===== config.mk =====
export PLATFORM = sky130hd
export DESIGN_NAME = rr_burst_arbiter_flat
export DESIGN_NICKNAME = d
export VERILOG_FILES = /design/src/rtl/rr_burst_arbiter_pkg.sv /design/src/rtl/rr_burst_arbiter_if.sv /design/src/rtl/rr_burst_arbiter_rsp_tag_fifo.sv /design/src/rtl/rr_burst_arbiter.sv /design/src/flat_wrapper.sv
export SDC_FILE = /design/constraint.sdc
export NUM_CORES = 1
export LEC_CHECK = 0
export CAP_MARGIN = 20
export CORE_AREA = 2 2 127 129
export DETAILED_ROUTE_END_ITERATION = 12
export DIE_AREA = 0 0 129 131
export PLACE_DENSITY = 0.65
export SYNTH_ARGS = -nofsm -noshare
export SYNTH_HDL_FRONTEND = slang
export SYNTH_HIERARCHICAL = 1
export SYNTH_SLANG_ARGS = --single-unit

===== constraint.sdc =====
create_clock -name clk -period 5.75 [get_ports clk]
set_clock_uncertainty 0.1 [all_clocks]
set_input_delay 1.725 -clock clk [delete_from_list [all_inputs] [get_ports clk]]
set_output_delay 1.725 -clock clk [all_outputs]
set_load 0.01 [all_outputs]

===== src/rtl/rr_burst_arbiter_pkg.sv =====
// Shared types and the round-robin pick helper for rr_burst_arbiter.
package arb_pkg;

  localparam int ARB_NUM_PORTS = 4;
  localparam int ARB_DATA_W    = 32;
  localparam int ARB_ADDR_W    = 16;
  localparam int PICK_MAX      = 16;
  localparam int PICK_IDX_W    = 4;

  typedef enum logic {ARB_IDLE, ARB_LOCKED} arb_state_e;
  typedef logic [$clog2(ARB_NUM_PORTS)-1:0] port_idx_t;

  typedef struct packed {
    logic                  found;
    logic [PICK_IDX_W-1:0] idx;
  } pick_t;

  // First set bit of req scanning ptr, ptr+1 .. ptr+n-1 (mod n); ptr must be < n.
  function automatic pick_t rr_pick(input logic [PICK_MAX-1:0] req,
                                    input logic [PICK_IDX_W-1:0] ptr,
                                    input int n);
    pick_t r;
    int    j;
    r = '0;
    for (int k = PICK_MAX-1; k >= 0; k--) begin
      if (k < n) begin
        j = int'(ptr) + k;
        if (j >= n) j = j - n;
        if (req[PICK_IDX_W'(j)]) begin
          r.found = 1'b1;
          r.idx   = PICK_IDX_W'(j);
        end
      end
    end
    return r;
  endfunction

endpackage


===== src/rtl/rr_burst_arbiter_if.sv =====
// Request, downstream and response bundle for rr_burst_arbiter.
interface rr_burst_arbiter_if #(
  parameter int N      = 4,
  parameter int DATA_W = 32,
  parameter int ADDR_W = 16
) ();
  logic [N-1:0]                     req_i;
  logic [N-1:0][ADDR_W-1:0]         addr_i;
  logic [N-1:0][DATA_W-1:0]         data_i;
  logic [N-1:0]                     last_i;
  logic [N-1:0]                     rsp_exp_i;
  logic [N-1:0]                     gnt_o;
  logic                             out_valid_o;
  logic                             out_ready_i;
  logic [ADDR_W-1:0]                out_addr_o;
  logic [DATA_W-1:0]                out_data_o;
  logic                             out_last_o;
  logic [$clog2(N)-1:0]             out_port_o;
  logic                             resp_valid_i;
  logic [DATA_W-1:0]                resp_data_i;
  logic [N-1:0]                     resp_valid_o;
  logic [DATA_W-1:0]                resp_data_o;
  logic                             err_o;

  // Requesters plus downstream memory side.
  modport master (
    output req_i, addr_i, data_i, last_i, rsp_exp_i, out_ready_i, resp_valid_i, resp_data_i,
    input  gnt_o, out_valid_o, out_addr_o, out_data_o, out_last_o, out_port_o,
           resp_valid_o, resp_data_o, err_o
  );

  // Arbiter side.
  modport slave (
    input  req_i, addr_i, data_i, last_i, rsp_exp_i, out_ready_i, resp_valid_i, resp_data_i,
    output gnt_o, out_valid_o, out_addr_o, out_data_o, out_last_o, out_port_o,
           resp_valid_o, resp_data_o, err_o
  );
endinterface


===== src/rtl/rr_burst_arbiter_rsp_tag_fifo.sv =====
// In-order FIFO of port tags for outstanding responses.
module rsp_tag_fifo #(
  parameter int TAG_W = 2,
  parameter int DEPTH = 4
) (
  input  logic             clk,
  input  logic             rst_n,
  input  logic             push,
  input  logic [TAG_W-1:0] push_tag,
  input  logic             pop,
  output logic [TAG_W-1:0] head,
  output logic             full,
  output logic             empty
);
  localparam int AW = $clog2(DEPTH);

  logic [TAG_W-1:0] mem [DEPTH];
  logic [AW-1:0]    wr, rd;
  logic [AW:0]      cnt;
  logic             do_push, do_pop;

  assign full    = (cnt == (AW+1)'(DEPTH));
  assign empty   = (cnt == '0);
  assign do_push = push & ~full;
  assign do_pop  = pop & ~empty;
  assign head    = mem[rd];

  always_ff @(posedge clk or negedge rst_n) begin
    if (!rst_n) begin
      wr  <= '0;
      rd  <= '0;
      cnt <= '0;
    end else begin
      if (do_push) wr <= wr + 1'b1;
      if (do_pop)  rd <= rd + 1'b1;
      case ({do_push, do_pop})
        2'b10:   cnt <= cnt + 1'b1;
        2'b01:   cnt <= cnt - 1'b1;
        default: cnt <= cnt;
      endcase
    end
  end

  always_ff @(posedge clk) begin
    if (do_push) mem[wr] <= push_tag;
  end
endmodule


===== src/rtl/rr_burst_arbiter.sv =====
// Work-conserving round-robin N:1 arbiter with burst lock and in-order response steering.
// Optional ARB_BURST_CAP_EN: release the lock after MAX_BURST beats without last.
module rr_burst_arbiter import arb_pkg::*; #(
  parameter int N         = ARB_NUM_PORTS,
  parameter int DATA_W    = ARB_DATA_W,
  parameter int ADDR_W    = ARB_ADDR_W,
  parameter int RSP_DEPTH = 4,
  parameter int MAX_BURST = 8
) (
  input logic               clk,
  input logic               rst_n,
  rr_burst_arbiter_if.slave bus
);
  localparam int PW = $clog2(N);

  if (N < 2 || N > PICK_MAX || RSP_DEPTH < 2 || (RSP_DEPTH & (RSP_DEPTH-1)) != 0 || MAX_BURST < 1)
  begin : g_param_chk
    $error("rr_burst_arbiter: unsupported parameter set");
  end

  arb_state_e     state;
  logic [PW-1:0]  ptr, lock_port, sel, sel_next, head;
  logic [N-1:0]   elig;
  logic           valid, xfer, push, pop, fifo_full, fifo_empty, err;
  pick_t          pick;

  always_comb begin
    // A full FIFO blocks response-expecting beats even if a pop lands this cycle.
    elig = bus.req_i & ~(bus.rsp_exp_i & {N{fifo_full}});
    pick = rr_pick(PICK_MAX'(elig), PICK_IDX_W'(ptr), N);
    if (state == ARB_LOCKED) begin
      sel   = lock_port;
      valid = elig[lock_port];
    end else begin
      sel   = PW'(pick.idx);
      valid = pick.found;
    end
  end

  assign xfer     = valid & bus.out_ready_i;
  assign sel_next = (sel == PW'(N-1)) ? '0 : sel + 1'b1;
  assign push     = xfer & bus.rsp_exp_i[sel];
  assign pop      = bus.resp_valid_i & ~fifo_empty;

`ifdef ARB_BURST_CAP_EN
  localparam int CW = (MAX_BURST > 1) ? $clog2(MAX_BURST) : 1;
  logic [CW-1:0] beat_cnt;
  logic          cap_hit;

  assign cap_hit = (beat_cnt == CW'(MAX_BURST-1));

  always_ff @(posedge clk or negedge rst_n) begin
    if (!rst_n)    beat_cnt <= '0;
    else if (xfer) beat_cnt <= (bus.last_i[sel] || cap_hit) ? '0 : beat_cnt + 1'b1;
  end
`else
  logic cap_hit;
  assign cap_hit = 1'b0;
`endif

  always_ff @(posedge clk or negedge rst_n) begin
    if (!rst_n) begin
      state     <= ARB_IDLE;
      ptr       <= '0;
      lock_port <= '0;
    end else if (xfer) begin
      if (bus.last_i[sel] || cap_hit) begin
        state <= ARB_IDLE;
        ptr   <= sel_next;
      end else begin
        state     <= ARB_LOCKED;
        lock_port <= sel;
      end
    end
  end

  always_ff @(posedge clk or negedge rst_n) begin
    if (!rst_n)                           err <= 1'b0;
    else if (bus.resp_valid_i && fifo_empty) err <= 1'b1;
  end

  rsp_tag_fifo #(.TAG_W(PW), .DEPTH(RSP_DEPTH)) u_fifo (
    .clk      (clk),
    .rst_n    (rst_n),
    .push     (push),
    .push_tag (sel),
    .pop      (pop),
    .head     (head),
    .full     (fifo_full),
    .empty    (fifo_empty)
  );

  // Everything is forced low while reset is held.
  assign bus.gnt_o        = (rst_n && xfer) ? (N'(1) << sel) : '0;
  assign bus.out_valid_o  = rst_n & valid;
  assign bus.out_addr_o   = rst_n ? bus.addr_i[sel] : '0;
  assign bus.out_data_o   = rst_n ? bus.data_i[sel] : '0;
  assign bus.out_last_o   = rst_n & bus.last_i[sel];
  assign bus.out_port_o   = rst_n ? sel : '0;
  assign bus.resp_valid_o = (rst_n && pop) ? (N'(1) << head) : '0;
  assign bus.resp_data_o  = rst_n ? bus.resp_data_i : '0;
  assign bus.err_o        = rst_n & err;
endmodule


===== src/flat_wrapper.sv =====
// flat-port wrapper written by rule: the top's interface ports become plain ports
module rr_burst_arbiter_flat import arb_pkg::*;
#(
  parameter int N         = ARB_NUM_PORTS,
  parameter int DATA_W    = ARB_DATA_W,
  parameter int ADDR_W    = ARB_ADDR_W,
  parameter int RSP_DEPTH = 4,
  parameter int MAX_BURST = 8
)
  (clk, rst_n, bus_req_i, bus_addr_i, bus_data_i, bus_last_i, bus_rsp_exp_i, bus_out_ready_i, bus_resp_valid_i, bus_resp_data_i, bus_gnt_o, bus_out_valid_o, bus_out_addr_o, bus_out_data_o, bus_out_last_o, bus_out_port_o, bus_resp_valid_o, bus_resp_data_o, bus_err_o);
  rr_burst_arbiter_if #(.N(N), .DATA_W(DATA_W), .ADDR_W(ADDR_W)) bus_i ();
  input logic clk;
  input logic rst_n;
  input wire logic [$bits(bus_i.req_i)-1:0] bus_req_i;
  input wire logic [$bits(bus_i.addr_i)-1:0] bus_addr_i;
  input wire logic [$bits(bus_i.data_i)-1:0] bus_data_i;
  input wire logic [$bits(bus_i.last_i)-1:0] bus_last_i;
  input wire logic [$bits(bus_i.rsp_exp_i)-1:0] bus_rsp_exp_i;
  input wire logic [$bits(bus_i.out_ready_i)-1:0] bus_out_ready_i;
  input wire logic [$bits(bus_i.resp_valid_i)-1:0] bus_resp_valid_i;
  input wire logic [$bits(bus_i.resp_data_i)-1:0] bus_resp_data_i;
  output wire logic [$bits(bus_i.gnt_o)-1:0] bus_gnt_o;
  output wire logic [$bits(bus_i.out_valid_o)-1:0] bus_out_valid_o;
  output wire logic [$bits(bus_i.out_addr_o)-1:0] bus_out_addr_o;
  output wire logic [$bits(bus_i.out_data_o)-1:0] bus_out_data_o;
  output wire logic [$bits(bus_i.out_last_o)-1:0] bus_out_last_o;
  output wire logic [$bits(bus_i.out_port_o)-1:0] bus_out_port_o;
  output wire logic [$bits(bus_i.resp_valid_o)-1:0] bus_resp_valid_o;
  output wire logic [$bits(bus_i.resp_data_o)-1:0] bus_resp_data_o;
  output wire logic [$bits(bus_i.err_o)-1:0] bus_err_o;
  assign bus_i.req_i = bus_req_i;
  assign bus_i.addr_i = bus_addr_i;
  assign bus_i.data_i = bus_data_i;
  assign bus_i.last_i = bus_last_i;
  assign bus_i.rsp_exp_i = bus_rsp_exp_i;
  assign bus_i.out_ready_i = bus_out_ready_i;
  assign bus_i.resp_valid_i = bus_resp_valid_i;
  assign bus_i.resp_data_i = bus_resp_data_i;
  assign bus_gnt_o = bus_i.gnt_o;
  assign bus_out_valid_o = bus_i.out_valid_o;
  assign bus_out_addr_o = bus_i.out_addr_o;
  assign bus_out_data_o = bus_i.out_data_o;
  assign bus_out_last_o = bus_i.out_last_o;
  assign bus_out_port_o = bus_i.out_port_o;
  assign bus_resp_valid_o = bus_i.resp_valid_o;
  assign bus_resp_data_o = bus_i.resp_data_o;
  assign bus_err_o = bus_i.err_o;
  rr_burst_arbiter #(.N(N), .DATA_W(DATA_W), .ADDR_W(ADDR_W), .RSP_DEPTH(RSP_DEPTH), .MAX_BURST(MAX_BURST)) u_core (.clk(clk), .rst_n(rst_n), .bus(bus_i));
endmodule

==> results_dict.tcl, run 1 <==
set metrics [dict create \
    ys_seq_elements 21 \
    grt_max_degree 44 \
    die_area_um2 16900 \
    cts_sinks 21 \
    core_um2 15600 \
    yosysTopAreaCell "mux2i_1" \
    hold_viol 0 \
    synth.area.top_cells "mux2i_1 (29%), nand2_1 (10%), dfrtp_1 (8.6%), and3_1 (8.3%), and2_1 (7.1%)" \
    finalCriticalPeriod_ns 5.86 \
    wl_met1_mm 7.45 \
    synth-edff-count 8 \
    pre_cts_ws_ns -0.925 \
    top_layer "met4" \
    critPathLaunchType "input pin" \
    fillers 1398 \
    path_class "in -> out" \
    setup_slack_ns -0.113 \
    wire_per_inst_um 18.0 \
    grt_pass1_vias 5174 \
    regArea_um2 566 \
    postSynthCellCount 472 \
    synth_cell_types 56 \
    fp-row-count 46 \
    cts_tree "done" \
    tightest_slew_ns 0.521 \
    layout-drive-gt1-share_pct 27.7 \
    htree_levels 1 \
    power_density_nw_per_um2 631 \
    grt.total_usage_pct 20.5 \
    area_growth_pct 131 \
    ir_worst_vdd_mv 0.329 \
    drt_wl_total_mm 19.4 \
    vias 5096 \
    drc 0 \
    finalCritPeriodShare_pct 102 \
    synth_most_common_cell "mux2i_1" \
    p_leak_nw 4.00 \
    insertedDiodeCount 0 \
    cts_max_path_buffers 2 \
    synth-main-ff-cell "dfrtp_1" \
    finalSetupViolCount 42 \
    gr-total-overflow 0 \
    avgViaCountPerCell 4.72 \
    synth_top_area_share_pct 28.6 \
    ant_nets 0 \
    yosys-top-cells-count "mux2i_1 (108), nand2_1 (104), and3_1 (50)" \
    async_flop_share_pct 61.9 \
    antenna_found_initial 0 \
    crit_arrival_ns 4.04 \
    portBuffers 332 \
    crit_required_ns 3.92 \
    cp_max_fo 7 \
    ctsHoldBuffers 0 \
    io_pins 333 \
    cts-root-buf "clkbuf_16" \
    syn_nets 725 \
    dr.pass1.iters 6 \
    nNetsFinal 1117 \
    clkLatencyLatePin_ns 0.25 \
    drv_cap 0 \
    yosysSeqAreaShare_pct 15.0 \
    rsz0062_at_grt "true" \
    post-dp-hpwl_mm 14.3 \
    drt-initial-drc-count 250 \
    met2_length_mm 10.4 \
    yosysWarningCount 6 \
    syn_area_um2 3770 \
    status "complete, but fails checks" \
    violations "negative setup slack" \
    drv_slew 0 \
    chipWidth_um 129 \
    route.met3.wl_mm 1.30 \
    fp.dieH_um 131 \
    max_freq_ghz 0.171 \
    multi_input_area_um2 3340 \
    numCtsBuffers 3 \
    grt_pass1_wl_mm 27.3 \
    start_util_pct 24.2 \
    fin_setup_tns_ns -2.33 \
    avgSynthCellArea_um2 8.00 \
    end_kind "output pin" \
    relSlewSlack_pct 65.3 \
    min_path_type "reg -> reg" \
    path_clk_slew_ns 0.05 \
    place_congestion 0.837 \
]
[cells by family (layout without fill, tap and decap cells)]
kind of cell	Yosys count	in the layout	synth area share, %
DFF	21	21	15.0
buffers and inverters	48	439	6.89
xor gates and xnor gates	6	6	1.39
and+or+nand+nor	224	224	31.0
AOI/OAI and AO/OA	40	40	8.19
adders and majority gates	13	13	4.51
muxes	120	120	33.0
[metrics by stage]
| step | area (um2) | utilization [%] | hold WS, ns | total power [W] | cells |
|---|---|---|---|---|---|
| final | 8710 | 55.8 | 0.351 | 0.00549 | 1079 |
| after global routing | 8710 | 55.8 | 0.383 | 0.00584 | 1079 |
| after CTS | 8360 | 53.6 | 0.357 | 0.00512 | 1074 |
| after detailed placement | 7580 | 48.6 | 0.345 | 0.00376 | 1026 |
| after global placement | 7580 | 48.6 | 0.338 | 0.00371 | 1026 |
| after floorplan | 3770 | - | 0.320 | 0.00236 | 472 |
[power by group]
| group | leakage [nW] | internal, W | switching (W) |
|---|---|---|---|
| combinational | 3.74 | 0.00288 | 0.00215 |
| sequential | 0.220 | 0.000237 | 0.0000768 |
| clock | 0.0409 | 0.0000933 | 0.0000521 |
[sequential cells by signal (all words and copies together), names as in the netlist]
| name | count |
|---|---|
| u_core/u_fifo/wr | 2 |
| u_core/u_fifo/mem | 8 |
| u_core/state | 1 |
| u_core/u_fifo/cnt | 3 |
| u_core/ptr | 2 |
| u_core/lock_port | 2 |
| u_core/err | 1 |
| u_core/u_fifo/rd | 2 |
[timing repair]
| action | 4_1_cts | 5_1_grt |
|---|---|---|
| gates resized for setup | 326 | 89 |
| setup buffers | 34 | 13 |
| pin swaps | 47 | 57 |
| cloned | 11 | 1 |
| endpoints found under the setup margin | 56 | 53 |
[cells in the final DEF, fill, tap and decap left out, types with 11 or more instances in the layout]
cell and instances:
nand2_2 13, and3_1 29, buf_6 44, nand2_1 87, inv_1 11, mux2i_1 93
and3_4 21, dfrtp_1 13, clkdlybuf4s50_1 268, buf_2 35, buf_12 21, buf_4 35
and2_1 41
[critical path, cell delays in order]
cell and delay [ns]:
buf_8 0.10, mux2_4 0.29, a2111oi_4 0.39, o211ai_1 0.20
a21oi_4 0.23, buf_12 0.13, buf_12 0.14, buf_12 0.12
buf_6 0.10, mux2i_1 0.20, nand2_1 0.08, and3_1 0.18
buf_2 0.14
[per-layer routing]
metal / vias to the layer above / global-route usage [%]
met1: 2401 / 24.4
li1: 2451 / -
met4: 0 / 4.73
met5: - / 0
met3: 28 / 3.58
met2: 216 / 38.2
[path summary, 6_finish.rpt]
kind | startpoint | to | slack (ns) | depth (start not counted)
min reg2reg | u_core/err | u_core/err | 0.35 | 1
max in group asynchronous | rst_n | u_core/lock_port[0] | 3.58 | 2
max reg2reg | u_core/u_fifo/cnt[0] | u_core/u_fifo/cnt[2] | 1.26 | 22
min | u_core/err | u_core/err | 0.35 | 1
min in group asynchronous | rst_n | u_core/err | 1.34 | 1
max | bus_rsp_exp_i[3] | bus_out_addr_o[0] | -0.11 | 13
[final cells by class]
cell class / instances / share of cell area [%]
Tap cell: 216 / 3.10
Clock buffer: 3 / 0.862
Sequential cell: 21 / 6.49
Inverter: 13 / 0.747
Clock inverter: 1 / 0.0575
Timing Repair Buffer: 422 / 50.4
Multi-Input combinational cell: 403 / 38.3
Note: power is estimated with default switching activity, not from simulation.
==> run 2, diff against run 1 <==
- CTS_CLUSTER_DIAMETER: default -> 150
- SKIP_LAST_GASP: default -> 1
==> run 2 against run 1 <==
  * Die area stayed put
  * Fmax hardly changed
  * Utilization is 1.3 points lower
  * The flow still finishes with violations (negative setup slack)
  * Clock-buffer cell count stayed put
  * Critical endpoint is now bus_out_addr_o[3]
  * Critical path depth is 1 higher
==> results_dict.tcl, run 2 (synthesized netlist as in run 1, its figures left out) <==
set metrics [dict create \
    grt_max_degree 44 \
    fp-row-count 46 \
    cts-root-buf "clkbuf_16" \
    critPathLaunchType "input pin" \
    violations "negative setup slack" \
    cp_cell_sequence "buf_8 > mux2_4 > buf_6 > a211o_1 > o311a_1 > o41a_1 > nand2_2 > buf_12 > buf_12 > buf_16 > buf_12 > nand2_2 > and3_1 > buf_2" \
    internal_power_w 0.00309 \
    crit_family "buffers and inverters" \
    area_growth_pct 125 \
    cpMostUsedCell "buf_12" \
    slowest_stage "o41a_1" \
    p_clk_share_pct 2.8 \
    power_density_nw_per_um2 621 \
    place_area_um2 7580 \
    portBuffers 332 \
    largestRegisters "u_core/u_fifo/mem: 8 flops, u_core/u_fifo/cnt: 3 flops" \
    cts_max_path_buffers 2 \
    layout_common_cells "clkdlybuf4s50_1 (268), mux2i_1 (97), nand2_1 (95), buf_2 (42), and2_1 (41)" \
    chipWidth_um 129 \
    finalCritPeriodShare_pct 102 \
    dr.pass1.iters 4 \
    tightest_slew_ns 0.512 \
    drv_slew 0 \
    htree_levels 1 \
    wire_per_inst_um 17.7 \
    die_area_um2 16900 \
    rsz0062_at_grt "true" \
    place_congestion 0.837 \
    grt_pass1_vias 5134 \
    vias 5130 \
    avgViaCountPerCell 4.76 \
    ir_worst_vdd_mv 0.328 \
    status "complete, but fails checks" \
    crit_required_ns 3.92 \
    switching_share_pct 41.5 \
    end_kind "output pin" \
    clkLatencyLatePin_ns 0.25 \
    post-dp-hpwl_mm 14.3 \
    cts_tree "done" \
    relSlewSlack_pct 65.8 \
    cts_sinks 21 \
    max_flop_register "u_core/u_fifo/mem" \
    path_class "in -> out" \
    nNetsFinal 1115 \
    fp.dieH_um 131 \
    drv_cap 0 \
    crit_path_max_incr_delay_ns 0.43 \
    antenna_found_initial 0 \
    layout-drive-gt1-share_pct 25.1 \
    grt_pass1_wl_mm 27.2 \
    path_clk_slew_ns 0.05 \
    io_pins 333 \
    drt_wl_total_mm 19.1 \
    setup_slack_ns -0.117 \
    crit_arrival_ns 4.04 \
    hold_viol 0 \
    ant_nets 0 \
    largest_register_ffs 8 \
    gr-total-overflow 0 \
    core_um2 15600 \
    pwr-share-comb_pct 91.3 \
    start_util_pct 24.2 \
    drt-initial-drc-count 247 \
    final_common_cell "clkdlybuf4s50_1" \
    numCtsBuffers 3 \
    insertedDiodeCount 0 \
    final_area_um2 8510 \
    hold-worst-slack_ns 0.351 \
    max_freq_ghz 0.170 \
    p_leak_nw 3.97 \
    min_path_type "reg -> reg" \
    switching_power_w 0.00220 \
    grt.total_usage_pct 20.4 \
    crit_buf_inv 7 \
    seq_power_share_pct 5.9 \
    finalCriticalPeriod_ns 5.87 \
    cp_max_fo 5 \
    finalSetupViolCount 46 \
    drc 0 \
]
-- run 2: final timing paths --
| kind | from | to | slack, ns | depth (start not counted) |
|---|---|---|---|---|
| setup / recovery | bus_rsp_exp_i[3] | bus_out_addr_o[3] | -0.12 | 14 |
| hold / removal | u_core/err | u_core/err | 0.35 | 1 |
| setup reg to reg | u_core/ptr[1] | u_core/u_fifo/cnt[2] | 1.27 | 22 |
| hold reg to reg | u_core/err | u_core/err | 0.35 | 1 |
| max in group asynchronous | rst_n | u_core/lock_port[0] | 3.58 | 2 |
| min in group asynchronous | rst_n | u_core/err | 1.34 | 1 |
-- run 2: layout make-up --
type                    instances  area, um2
multi-input cells             403       3200
clock buffers                   3       75.1
flip-flops and latches         21        566
repair buffers                420       4330
inverters                      13       61.3
clock inverters                 1       5.00
well taps                     216        270
fillers                      1430       7090
-- run 2: what timing repair did --
action | 4_1_cts | 5_1_grt
cloned | 11 | 2
pin swaps | 47 | 41
setup buffers | 34 | 11
gates resized for setup | 316 | 55
hold endpoints to repair | 0 | 0
hold buffers | 0 | 0
setup endpoints to repair | 56 | 53
-- run 2: routing by layer --
metal / vias up / track usage [%] / share of wire (%)
li1: 2449 / - / -
met5: - / 0 / 0
met4: 0 / 3.84 / 1.5
met2: 205 / 38.3 / 53
met1: 2451 / 24.5 / 39
met3: 25 / 3.50 / 6.2
-- run 2: stage by stage --
stage               TNS [ns]  cells  total power, W  utilization (%)  setup slack (ns)
floorplan                  0    472         0.00236                -             0.233
CTS                    -2.03   1074         0.00511             53.6            -0.107
finish                 -2.65   1077         0.00529             54.6            -0.117
global placement      -44.08   1026         0.00371             48.6            -0.885
detailed placement    -46.52   1026         0.00376             48.6            -0.925
global route           -8.25   1077         0.00564             54.6            -0.215
-- run 2: power by group through the flow --
stage	registers (W)	clock network, W	logic, W
floorplan	0.000284	0	0.00208
global placement	0.000307	0	0.00340
detailed placement	0.000310	0	0.00345
CTS	0.000311	0.000150	0.00464
global route	0.000326	0.000156	0.00515
finish	0.000313	0.000146	0.00483
